## config.mk

```make
export PLATFORM = sky130hd
export DESIGN_NAME = bus_master_arb
export DESIGN_NICKNAME = d
export VERILOG_FILES = /design/src/rtl/bus_master_arb.sv
export SDC_FILE = /design/constraint.sdc
export NUM_CORES = 1
export LEC_CHECK = 0
export ABC_AREA = 1
export BUFFER_PORTS_ARGS = -buffer_cell sky130_fd_sc_hd__buf_4
export CELL_PAD_IN_SITES_DETAIL_PLACEMENT = 0
export CELL_PAD_IN_SITES_GLOBAL_PLACEMENT = 2
export CORE_MARGIN = 5
export CORE_UTILIZATION = 27
export CTS_CLUSTER_SIZE = 40
export DETAILED_ROUTE_END_ITERATION = 8
export PLACE_DENSITY = 0.83
export RECOVER_POWER = 25
export SLEW_MARGIN = 20
export SYNTH_ARGS = -nofsm -noshare
export SYNTH_HDL_FRONTEND = slang
export SYNTH_SLANG_ARGS = --single-unit
export TNS_END_PERCENT = 1
```

## constraint.sdc

```tcl
create_clock -name clk -period 2.4 [get_ports clk]
set_clock_uncertainty 0.1 [all_clocks]
set_input_delay 0 -clock clk [delete_from_list [all_inputs] [get_ports clk]]
set_output_delay 0 -clock clk [all_outputs]
set_load 0.02 [all_outputs]
```

## src/rtl/bus_master_arb.sv

```systemverilog
// Round-robin master for the dValid/dAck/data transfer bus: arbitrates NREQ
// requesters, holds data for the transfer, and flags early/missing target acks.
module bus_master_arb #(
    parameter int NREQ = 4,
    parameter int DW   = 8,
    parameter int MINV = 2,
    parameter int MAXV = 4
) (
    input  logic               clk,
    input  logic               reset,
    input  logic [NREQ-1:0]    req,
    input  logic [NREQ*DW-1:0] req_data,
    output logic [NREQ-1:0]    grant,
    output logic [NREQ-1:0]    done,
    output logic               dValid,
    output logic [DW-1:0]      data,
    input  logic               dAck,
    output logic               busy,
    output logic               err_early,
    output logic               err_timeout
);

    localparam int CW = $clog2(MAXV + 1);
    localparam int PW = (NREQ > 1) ? $clog2(NREQ) : 1;
    localparam logic [CW-1:0] MINV_C = CW'(MINV);
    localparam logic [CW-1:0] MAXV_C = CW'(MAXV);

    typedef enum logic [1:0] {ST_IDLE, ST_VALID, ST_GAP} state_t;

    state_t          r_state, w_state;
    logic [CW-1:0]   r_cnt, w_cnt;
    logic [PW-1:0]   r_ptr, w_ptr;
    logic [NREQ-1:0] r_grant, w_grant;
    logic [NREQ-1:0] r_done, w_done;
    logic            r_dvalid, w_dvalid;
    logic [DW-1:0]   r_data, w_data;
    logic            r_busy;
    logic            r_err_early, w_err_early;
    logic            r_err_tmo, w_err_tmo;

    logic            w_found;
    logic [PW-1:0]   w_sel;
    logic [PW-1:0]   w_sel_next;

    // First requester at or after the pointer, wrapping around.
    always_comb begin
        int idx;
        w_found = 1'b0;
        w_sel   = '0;
        idx     = 0;
        for (int k = 0; k < NREQ; k++) begin
            idx = int'(r_ptr) + k;
            if (idx >= NREQ) idx = idx - NREQ;
            if (!w_found && req[idx]) begin
                w_found = 1'b1;
                w_sel   = PW'(idx);
            end
        end
        w_sel_next = (w_sel == PW'(NREQ - 1)) ? '0 : w_sel + 1'b1;
    end

    always_comb begin
        // NOTE: every next-state value gets a default first so no path leaves one unassigned (no latches).
        w_state     = r_state;
        w_cnt       = r_cnt;
        w_ptr       = r_ptr;
        w_grant     = r_grant;
        w_done      = '0;
        w_dvalid    = r_dvalid;
        w_data      = r_data;
        w_err_early = 1'b0;
        w_err_tmo   = 1'b0;

        case (r_state)
            ST_IDLE: begin
                if (w_found) begin
                    w_dvalid = 1'b1;
                    w_data   = req_data[int'(w_sel)*DW +: DW];
                    w_grant  = NREQ'(1) << w_sel;
                    w_cnt    = CW'(1);
                    w_ptr    = w_sel_next;
                    w_state  = ST_VALID;
                end
            end
            ST_VALID: begin
                if (dAck && r_cnt == CW'(1)) begin
                    w_err_early = 1'b1;
                    w_cnt       = CW'(2);
                end else if (dAck && r_cnt >= MINV_C) begin
                    w_dvalid = 1'b0;
                    w_done   = r_grant;
                    w_state  = ST_GAP;
                end else if (!dAck && r_cnt == MAXV_C) begin
                    w_dvalid  = 1'b0;
                    w_done    = r_grant;
                    w_err_tmo = 1'b1;
                    w_state   = ST_GAP;
                end else begin
                    w_cnt = r_cnt + 1'b1;
                end
            end
            ST_GAP: begin
                // Guaranteed low cycle so the next transfer starts on a fresh dValid rise.
                w_grant = '0;
                w_cnt   = '0;
                w_state = ST_IDLE;
            end
            default: w_state = ST_IDLE;
        endcase
    end

    always_ff @(posedge clk or negedge reset) begin
        if (!reset) begin
            r_state     <= ST_IDLE;
            r_cnt       <= '0;
            r_ptr       <= '0;
            r_grant     <= '0;
            r_done      <= '0;
            r_dvalid    <= 1'b0;
            r_data      <= '0;
            r_busy      <= 1'b0;
            r_err_early <= 1'b0;
            r_err_tmo   <= 1'b0;
        end else begin
            // NOTE: non-blocking assignments so every register updates from pre-edge values.
            r_state     <= w_state;
            r_cnt       <= w_cnt;
            r_ptr       <= w_ptr;
            r_grant     <= w_grant;
            r_done      <= w_done;
            r_dvalid    <= w_dvalid;
            r_data      <= w_data;
            r_busy      <= (w_state != ST_IDLE);
            r_err_early <= w_err_early;
            r_err_tmo   <= w_err_tmo;
        end
    end

    assign grant       = r_grant;
    assign done        = r_done;
    assign dValid      = r_dvalid;
    assign data        = r_data;
    assign busy        = r_busy;
    assign err_early   = r_err_early;
    assign err_timeout = r_err_tmo;

endmodule

```

# After elaboration in Yosys (flattened, before gate mapping)
# Cells that the tools add are included.
# totals
ff_bits,27
inputBits,39
output_inout_bits,20
wordCells,111
# op_classes
n_addsub,9
magnitude_cmp,9
n_eq_ne,10
shifts,2
muxes,52
reduce_logical,19
# ops
operator,count
$lt 32x4->1 const B,4
$mux 32,4
$shiftx 32x6->8,1
$mux 1,22
$mux 4,5
$mux 2,9
$mux 3,4
$sub 3x3->4 const B,3
$ge 3x3->1 const B,3
$ne 3x3->1 const B,3
$pmux 3 s3,1
$bmux 1 s2,4
$pmux 4 s2,1
$reduce_and 4->1,2
$add 2x2->3 const B,2
$logic_and 1x1->1,6
$reduce_bool 2->1,3
$eq 2x2->1 const B,2
$logic_not 1->1,4
$ne 2x2->1 const B,2
$pmux 2 s2,1
$reduce_and 2->1,2
$shl 1x2->4 const A,1
$sub 2x3->4 const B,1
11 further kinds,11

# Longest topological paths before layout
# Gate-level depths: netlist (run 1).
# logic_depth
depth_word,18
depth_mapped,16
mapped_depth_nobuf,14

# Least setup slack after synthesis (run 1)
# OpenSTA, ideal clock, no wires.
# synth_path
path_type,flip-flop to flip-flop
from,register r_ptr[0]
to,register r_ptr[1]
setup_time_ns,0.126
arrival_time_ns,1.808
required_ns,2.174
setup_slack_ns,0.365
path_stages_with_launch,14
n_path_buf,2
period_less_slack_ns,2.035
cell_sequence,dfrtp_1 buf_6 inv_4 nand2_1 nand3_1 nand2_2 nor2_4 nand3_4 nand3_4 buf_6 inv_1 ha_1 nand2_1 o21ai_0
# synth_between
elab_chain_len,17
word_cells_on_any_way,45
classes_between,add/sub: 8; order compare: 4; eq/ne: 1; mux: 25; reduce/logical: 7
# synth_rtl
item,line,text
from (decl),32,"logic [PW-1:0] r_ptr, w_ptr;"
from (signal assigned),128,r_ptr <= w_ptr;
branches (longest 14 deep; another with $sub 3x3->4),--,
$mux 2 (*),54,if (!w_found && req[idx]) begin
$add 2x1->2 or $eq 2x2->1 (tied branches),59,w_sel_next = (w_sel == PW'(NREQ - 1)) ? '0 : w_sel + 1'b1;
$mux 2 (*),59,
named net w_sel_next[1],43,logic [PW-1:0] w_sel_next;
# Mark *: on every way through the listed nets, which the timed path passes. The select of a mux whose other input is x is not followed.
# A chain may end at the register's enable or synchronous reset.

# Worst setup path in the final report (run 1)
# Ends and elaborated chain as after synthesis.

==> results by group, run 1 <==
Synth
  – Synthesized area per cell: 6.87 sq um
  – Synth Instances: 288
  – Ranking of synthesized cells by area: dfrtp_1, nand2_1, inv_1
  – Register bit total from synthesis: 27
  – Yosys top cell area share: 0.342
  – Mux share of post-synthesis cell area: 0
  – Synthesized-area fraction occupied by adder cells: 0.0759
  – Synth Area in Compound Gates: 0.0607
  – Cell Area, Synth: 1980 sq um
  – Yosys top cell by area: dfrtp_1
  – Netlist cell types: 25
  – Syn_nets: 339
  – Post-synthesis simple-gate area fraction: 0.380
  – Yosys warns: 0
  – Post-Synth XOR/XNOR Area: 0
  – Seq/Total Area, Yosys: 0.342
  – Main combinational cell family by area after synthesis: simple AND/OR/NAND/NOR gates

Global route
  – Global-route wire length before repair: 8.85 mm
  – Largest net degree at the start of global routing: 28
  – Vias in the first global route: 1,952
  – Initial antenna violation count: 0
  – Gr ovfl total: 0
  – GRT Overall Usage: 0.120

Job
  – Max Cap Viol: 0

Worst setup path
  – CP max FO: 10
  – Slowest CP cell: dfrtp_2
  – CP Capture Type: register
  – Levels on crit path: 12
  – Worst Path Arrival: roughly 2.2 ns
  – Register-to-Register Path Depth: 12
  – Critical path class: reg2reg
  – Worst path top cell family by delay: simple AND/OR/NAND/NOR gates
  – Worst path bufs/invs: 2
  – Startpoint Class: register
  – Required time of the critical path: between 2 and 2.5 ns
  – Crit-path cells: inv_4 -> nand2_1 -> nand3_1 -> nand2_2 -> nor2_4 -> nand3_1 -> inv_1 -> nor2_1 -> nor2_4 -> ha_1 -> nand2_1 -> o21ai_0
  – CP max stage delay: 0.50 ns

Placement
  – IO buf count: slightly below 60
  – Final RePlAce weighted congestion: between 0.8 and 0.9
  – Post-DP HPWL: slightly above 4 mm
  – DP Worst Slack: between 0.1 and 0.15 ns

Power
  – Power Dens Cells: approximately 1500 nW/um^2
  – Leak: about 1.5 nW
  – Worst vdd ir: between 0.3 and 0.4 mV

CTS
  – TritonCTS Sinks: 27
  – CTS tree: yes
  – Clock slew at reported path FFs: roughly 0.1 ns
  – TritonCTS Buffers: 3
  – H-tree depth: 1
  – Worst skew pair latency: about 0.27 ns
  – Clk buf depth: 2
  – Root buffer cell: clkbuf_8

Floorplan
  – Row count: 31
  – Vert. Die Dim: roughly 96 microns
  – Die width: 95.6 microns
  – IO Count: 59
  – Die Footprint: approximately 9100 sq um
  – Core box area: approximately 7200 sq um
  – Starting Density: 0.276

Timing
  – Worst-margin pin slew: 1.45 ns
  – Fmax: 469 MHz
  – Final hold violation count: 0
  – Final setup viols: 0
  – Post-Route Setup TNS: 0 ns
  – Fin crit period: 2.13 ns
  – Tcrit/Tclk final: 0.889
  – Slew margin rel.: 0.0301
  – Setup ws final: roughly 0.27 ns
  – RSZ-0062 raised after global routing: no
  – Max Slew Vio Count: 0

Run status
  – Status: finished clean

Drt
  – WL/cell: approximately 12 microns
  – Antenna Nets Post-Route: 0
  – DRT Pass-1 Iters: 4
  – Routed Wire Length: 5.19 mm
  – Via count: 1,913
  – Average via count per standard cell: between 4 and 5
  – DRC: 0
  – DRT iter0 DRCs: between 70 and 80

Finish
  – Most frequent cells in the layout: nand2_1, buf_4, inv_1
  – Area of the multi-input gates: approximately 1000 sq um
  – # diodes: 0
  – Area growth syn-to-layout: 32.4%
  – Filler Cell Count: 795
  – Share of layout cells above drive strength 1: 0.241
  – Layout Nets: 404
  – Seq. cell area: between 600 and 700 sq um
  – Commonest non-fill, non-tap cell in the layout: nand2_1

Worst hold path
  – Hold WC Path Type: in2reg
  – Hold Path Stages: 7
[what timing repair did]
item	in CTS	in global routing
hold buffers	2	0
buffers inserted	0	2
setup endpoints to repair	0	4
gates resized for setup	0	1
endpoints found under the hold margin	29	0
[layer usage]
metal | track usage | up-vias | wire, microns
met1 | 0.164 | 825 | 2580
met3 | 0.0221 | 4 | 281
met4 | 0.0249 | 0 | 48
met5 | 0 | - | 0
li1 | - | 1031 | -
met2 | 0.198 | 53 | 2280
[power by group]
group	internal, mW	switching [mW]	total [mW]
registers	0.642	0.146	0.788
clock network	0.118	0.151	0.269
logic	1.07	1.75	2.82
[through the flow]
step	hold slack [ns]	util	instance area [sq um]	cells	power (mW)
3_5_place_dp	-0.160	0.352	2520	443	3.52
3_3_place_gp	-0.162	0.352	2520	443	3.53
4_1_cts	0.0167	0.361	2590	449	3.81
2_1_floorplan	-0.396	-	1980	288	2.78
6_report	0.0113	0.365	2620	451	3.88
5_1_grt	0.0531	0.365	2620	451	4.37
[Yosys cell counts]
cell and number:
nand3b_1 1, nand2_1 89, buf_2 4, o21ai_2 1
inv_1 58, o21ai_0 15, buf_6 2, o22ai_1 1
buf_4 1, nor2_1 9, o21ai_1 2, nand3_1 29
a21oi_1 1, inv_4 1, nand3_4 2, o31ai_1 1
nand3_2 1, nand4_1 18, a22oi_1 1, nor2_4 2
or2_1 1, nand2_2 7, inv_2 2, ha_1 12
dfrtp_1 27
[worst reg2reg max path: stages (launching register included)]
cell	delay, ns
dfrtp_2	0.50
inv_4	0.13
nand2_1	0.09
nand3_1	0.11
nand2_2	0.09
nor2_4	0.16
nand3_1	0.13
inv_1	0.09
nor2_1	0.06
nor2_4	0.17
ha_1	0.25
nand2_1	0.06
o21ai_0	0.07
[logic make-up after synthesis]
kind of cell	count (synthesis)
DFF	27
adders and majority gates	12
and+or+nand+nor	159
AOI/OAI and AO/OA	22
buffers and inverters	68
[final timing paths]
kind                        startpoint  endpoint  slack (ns)
setup reg to reg              r_ptr[0]  r_ptr[1]        0.27
max in group asynchronous        reset  r_ptr[0]        0.75
hold / removal             req_data[5]   data[5]        0.01
setup / recovery              r_ptr[0]  r_ptr[1]        0.27
hold reg to reg                data[6]   data[6]        0.40
min in group asynchronous        reset  grant[0]        0.50
[area by class of cell]
type,count,share of cell area
inverters,61,0.0884
multi-input cells,193,0.390
clock buffers,3,0.0158
clock inverters,1,0.00287
well taps,99,0.0473
flip-flops and latches,27,0.258
repair buffers,67,0.197
[registers in the layout, indices dropped and copies added (netlist names)]
register,flops
busy,1
r_cnt,3
done,4
data,8
r_state,2
err_timeout,1
r_ptr,2
dValid,1
grant,4
err_early,1
Power figures use the tool's default switching activity.
==> run 2, diff against run 1 <==
--- a/config.mk
+++ b/config.mk
@@ -10,10 +10,10 @@
 export CELL_PAD_IN_SITES_DETAIL_PLACEMENT = 0
 export CELL_PAD_IN_SITES_GLOBAL_PLACEMENT = 2
 export CORE_MARGIN = 5
-export CORE_UTILIZATION = 27
+export CORE_UTILIZATION = 25
 export CTS_CLUSTER_SIZE = 40
 export DETAILED_ROUTE_END_ITERATION = 8
-export PLACE_DENSITY = 0.83
+export PLACE_DENSITY = 0.78
 export RECOVER_POWER = 25
 export SLEW_MARGIN = 20
 export SYNTH_ARGS = -nofsm -noshare
==> run 2 against run 1 <==
Effect of this change:
- first-iteration DRC count rose by 11%
- via count decreased by 0.58%
- fmax grew 2.5%
- global-route usage down 0.54 points
- wire length is 1.8% higher
- critical path type unchanged
==> results by group, run 2 (synthesis results as in run 1) <==
Run status
  – Status: finished clean

Global route
  – Initial antenna violation count: 0 (unchanged)
  – Met1 usage: 0.154 (-0.0104)
  – Gr ovfl total: 0 (unchanged)
  – GRT Overall Usage: 0.115 (-0.00544)
  – Global route hottest layer: met2
  – Met2 GRT Util: 0.186 (-0.0121)
  – Global-route wire length before repair: 9.34 mm (+5.5%)
  – Largest net degree at the start of global routing: 28 (unchanged)
  – Vias in the first global route: 1,986 (+1.7%)
  – Grt met3 use: 0.0255 (+0.00338)

Worst setup path
  – CP max stage delay: 0.49 ns (about the same)
  – Register-to-Register Path Depth: 12 (unchanged)
  – Slowest CP cell: dfrtp_2
  – Internal reg-to-reg setup slack: 0.32 ns (+0.05 ns)
  – Required time of the critical path: 2.51 ns (+0.05 ns)
  – Critical path class: reg2reg
  – RR Startpoint: r_ptr[0]
  – Worst Path Arrival: 2.19 ns (about the same)
  – CP max FO: 10 (unchanged)
  – Crit-path cells: inv_4 -> nand2_1 -> nand3_1 -> nand2_2 -> nor2_4 -> nand3_1 -> inv_1 -> nand2_1 -> nand2_2 -> ha_1 -> nand3_1 -> o21ai_0
  – CP Capture Type: register
  – CP most frequent cell: nand3_1
  – Worst path bufs/invs: 2 (unchanged)
  – Worst path top cell family by delay: simple AND/OR/NAND/NOR gates
  – Startpoint Class: register
  – Reg2reg end: grant[0]

CTS
  – TritonCTS Buffers: 3 (unchanged)
  – Worst skew pair latency: 0.28 ns (about the same)
  – TritonCTS Sinks: 27 (unchanged)
  – Clock slew at reported path FFs: 0.10 ns (about the same)
  – H-tree depth: 1 (unchanged)
  – Clk buf depth: 2 (unchanged)
  – Root buffer cell: clkbuf_8
  – CTS tree: yes

Floorplan
  – Row count: 32 (+3.2%)
  – Starting Density: 0.256 (-0.0197)
  – Die Footprint: 9790 sq um (+7.1%)
  – Core box area: 7730 sq um (+7.7%)
  – IO Count: 59 (unchanged)
  – Die width: 99.0 microns (+3.5%)
  – Vert. Die Dim: 99.0 microns (+3.5%)

Finish
  – Layout Nets: 404 (unchanged)
  – Filler Cell Count: 838 (+5.4%)
  – Design Area, Final: 2610 sq um (-0.33%)
  – Share of layout cells above drive strength 1: 0.241 (unchanged)
  – Utilization after layout: 0.338 (-0.0272)
  – Commonest non-fill, non-tap cell in the layout: nand2_1
  – # diodes: 0 (unchanged)
  – Most frequent cells in the layout: nand2_1, buf_4, inv_1
  – Max reg flops: 8 (unchanged)
  – Area growth syn-to-layout: 31.9%

Timing
  – Tcrit/Tclk final: 0.867 (-0.0218)
  – Fin crit period: 2.08 ns (-0.0524 ns)
  – RSZ-0062 raised after global routing: no
  – Worst-margin pin slew: 1.45 ns (-0.00422 ns)
  – Post-Route Setup TNS: 0 ns (unchanged)
  – Final hold violation count: 0 (unchanged)
  – Hold Slack: 0.00871 ns (-0.00264 ns)
  – Final setup viols: 0 (unchanged)
  – Setup ws final: 0.319 ns (+0.0524 ns)
  – Slew margin rel.: 0.0329 (+0.00282)
  – Max Slew Vio Count: 0 (unchanged)
  – Fmax: 481 MHz (+2.5%)

Drt
  – WL/cell: 11.6 microns (+1.1%)
  – Routed Wire Length: 5.29 mm (+1.8%)
  – Via count: 1,902 (-0.58%)
  – Average via count per standard cell: 4.19 (-1.2%)
  – Antenna Nets Post-Route: 0 (unchanged)
  – DRT Pass-1 Iters: 4 (unchanged)
  – DRC: 0 (unchanged)
  – DRT iter0 DRCs: 82 (+11%)

Worst hold path
  – Hold Path Stages: 7 (unchanged)
  – Hold EP: data[0]
  – Hold WC Path Type: in2reg
  – Hold Path Origin: req_data[16]

Placement
  – Final RePlAce weighted congestion: 0.839 (-0.39%)
  – Post-DP HPWL: 4.12 mm (-0.47%)
  – IO buf count: 58 (unchanged)
  – Placed instance area: 2530 sq um (+0.15%)
  – DP Worst Slack: 0.121 ns (+0.000825 ns)

Power
  – Leak: 1.51 nW (-0.27%)
  – Worst vdd ir: 0.406 mV (+22%)
  – Power Dens Cells: 1470 nW/um^2 (-0.96%)

Job
  – Max Cap Viol: 0 (unchanged)
## run 2: cell counts in the layout (fill, tap and decap cells not counted)
No cell type changed its count.
## run 2: stage by stage
step                instances  power [mW]
floorplan                 288        2.78
global placement          446        3.56
detailed placement        446        3.53
CTS                       452        3.83
global route              454        4.33
finish                    454        3.83
## run 2: how the worst max path moves through the flow
| stage | from | to | slack [ns] | cells after the start |
|---|---|---|---|---|
| 2_1_floorplan | r_ptr[0] | r_ptr[1] | 0.37 | 13 |
| 3_3_place_gp | r_ptr[0] | r_ptr[1] | 0.14 | 13 |
| 3_5_place_dp | r_ptr[0] | r_ptr[1] | 0.12 | 13 |
| 4_1_cts | r_ptr[0] | r_ptr[1] | 0.08 | 13 |
| 5_1_grt | r_ptr[0] | grant[1] | 0.1 | 12 |
| 6_report | r_ptr[0] | grant[0] | 0.32 | 12 |
## run 2: area by class of cell
cell class,count,area [sq um],share of cell area
Clock buffer,3,41.3,0.0158
Multi-Input combinational cell,193,1020,0.391
Inverter,61,231,0.0887
Clock inverter,1,7.51,0.00288
Tap cell,102,128,0.0489
Timing Repair Buffer,67,504,0.193
Sequential cell,27,677,0.259
## run 2: metal layers
| metal | vias up | wire length, microns |
|---|---|---|
| met3 | 4 | 359 |
| met5 | - | 0 |
| met4 | 0 | 60 |
| li1 | 1032 | - |
| met1 | 815 | 2460 |
| met2 | 51 | 2410 |
## run 2: what timing repair did
item	4_1_cts	5_1_grt
gates resized for setup	0	1
buffers inserted	0	2
hold endpoints to repair	29	0
setup endpoints to repair	0	4
hold buffers	2	0
## run 2: worst reg2reg max path, cell delays in order, from the launching register on
cell	delay (ns)
dfrtp_2	0.49
inv_4	0.13
nand2_1	0.08
nand3_1	0.10
nand2_2	0.09
nor2_4	0.16
nand3_1	0.13
inv_1	0.09
nand2_1	0.06
nand2_2	0.21
ha_1	0.20
nand3_1	0.08
o21ai_0	0.09
## run 2: where the power goes
part	total (mW)	internal (mW)	switching, mW
sequential	0.783	0.641	0.142
combinational	2.78	1.02	1.75
clock	0.272	0.118	0.154
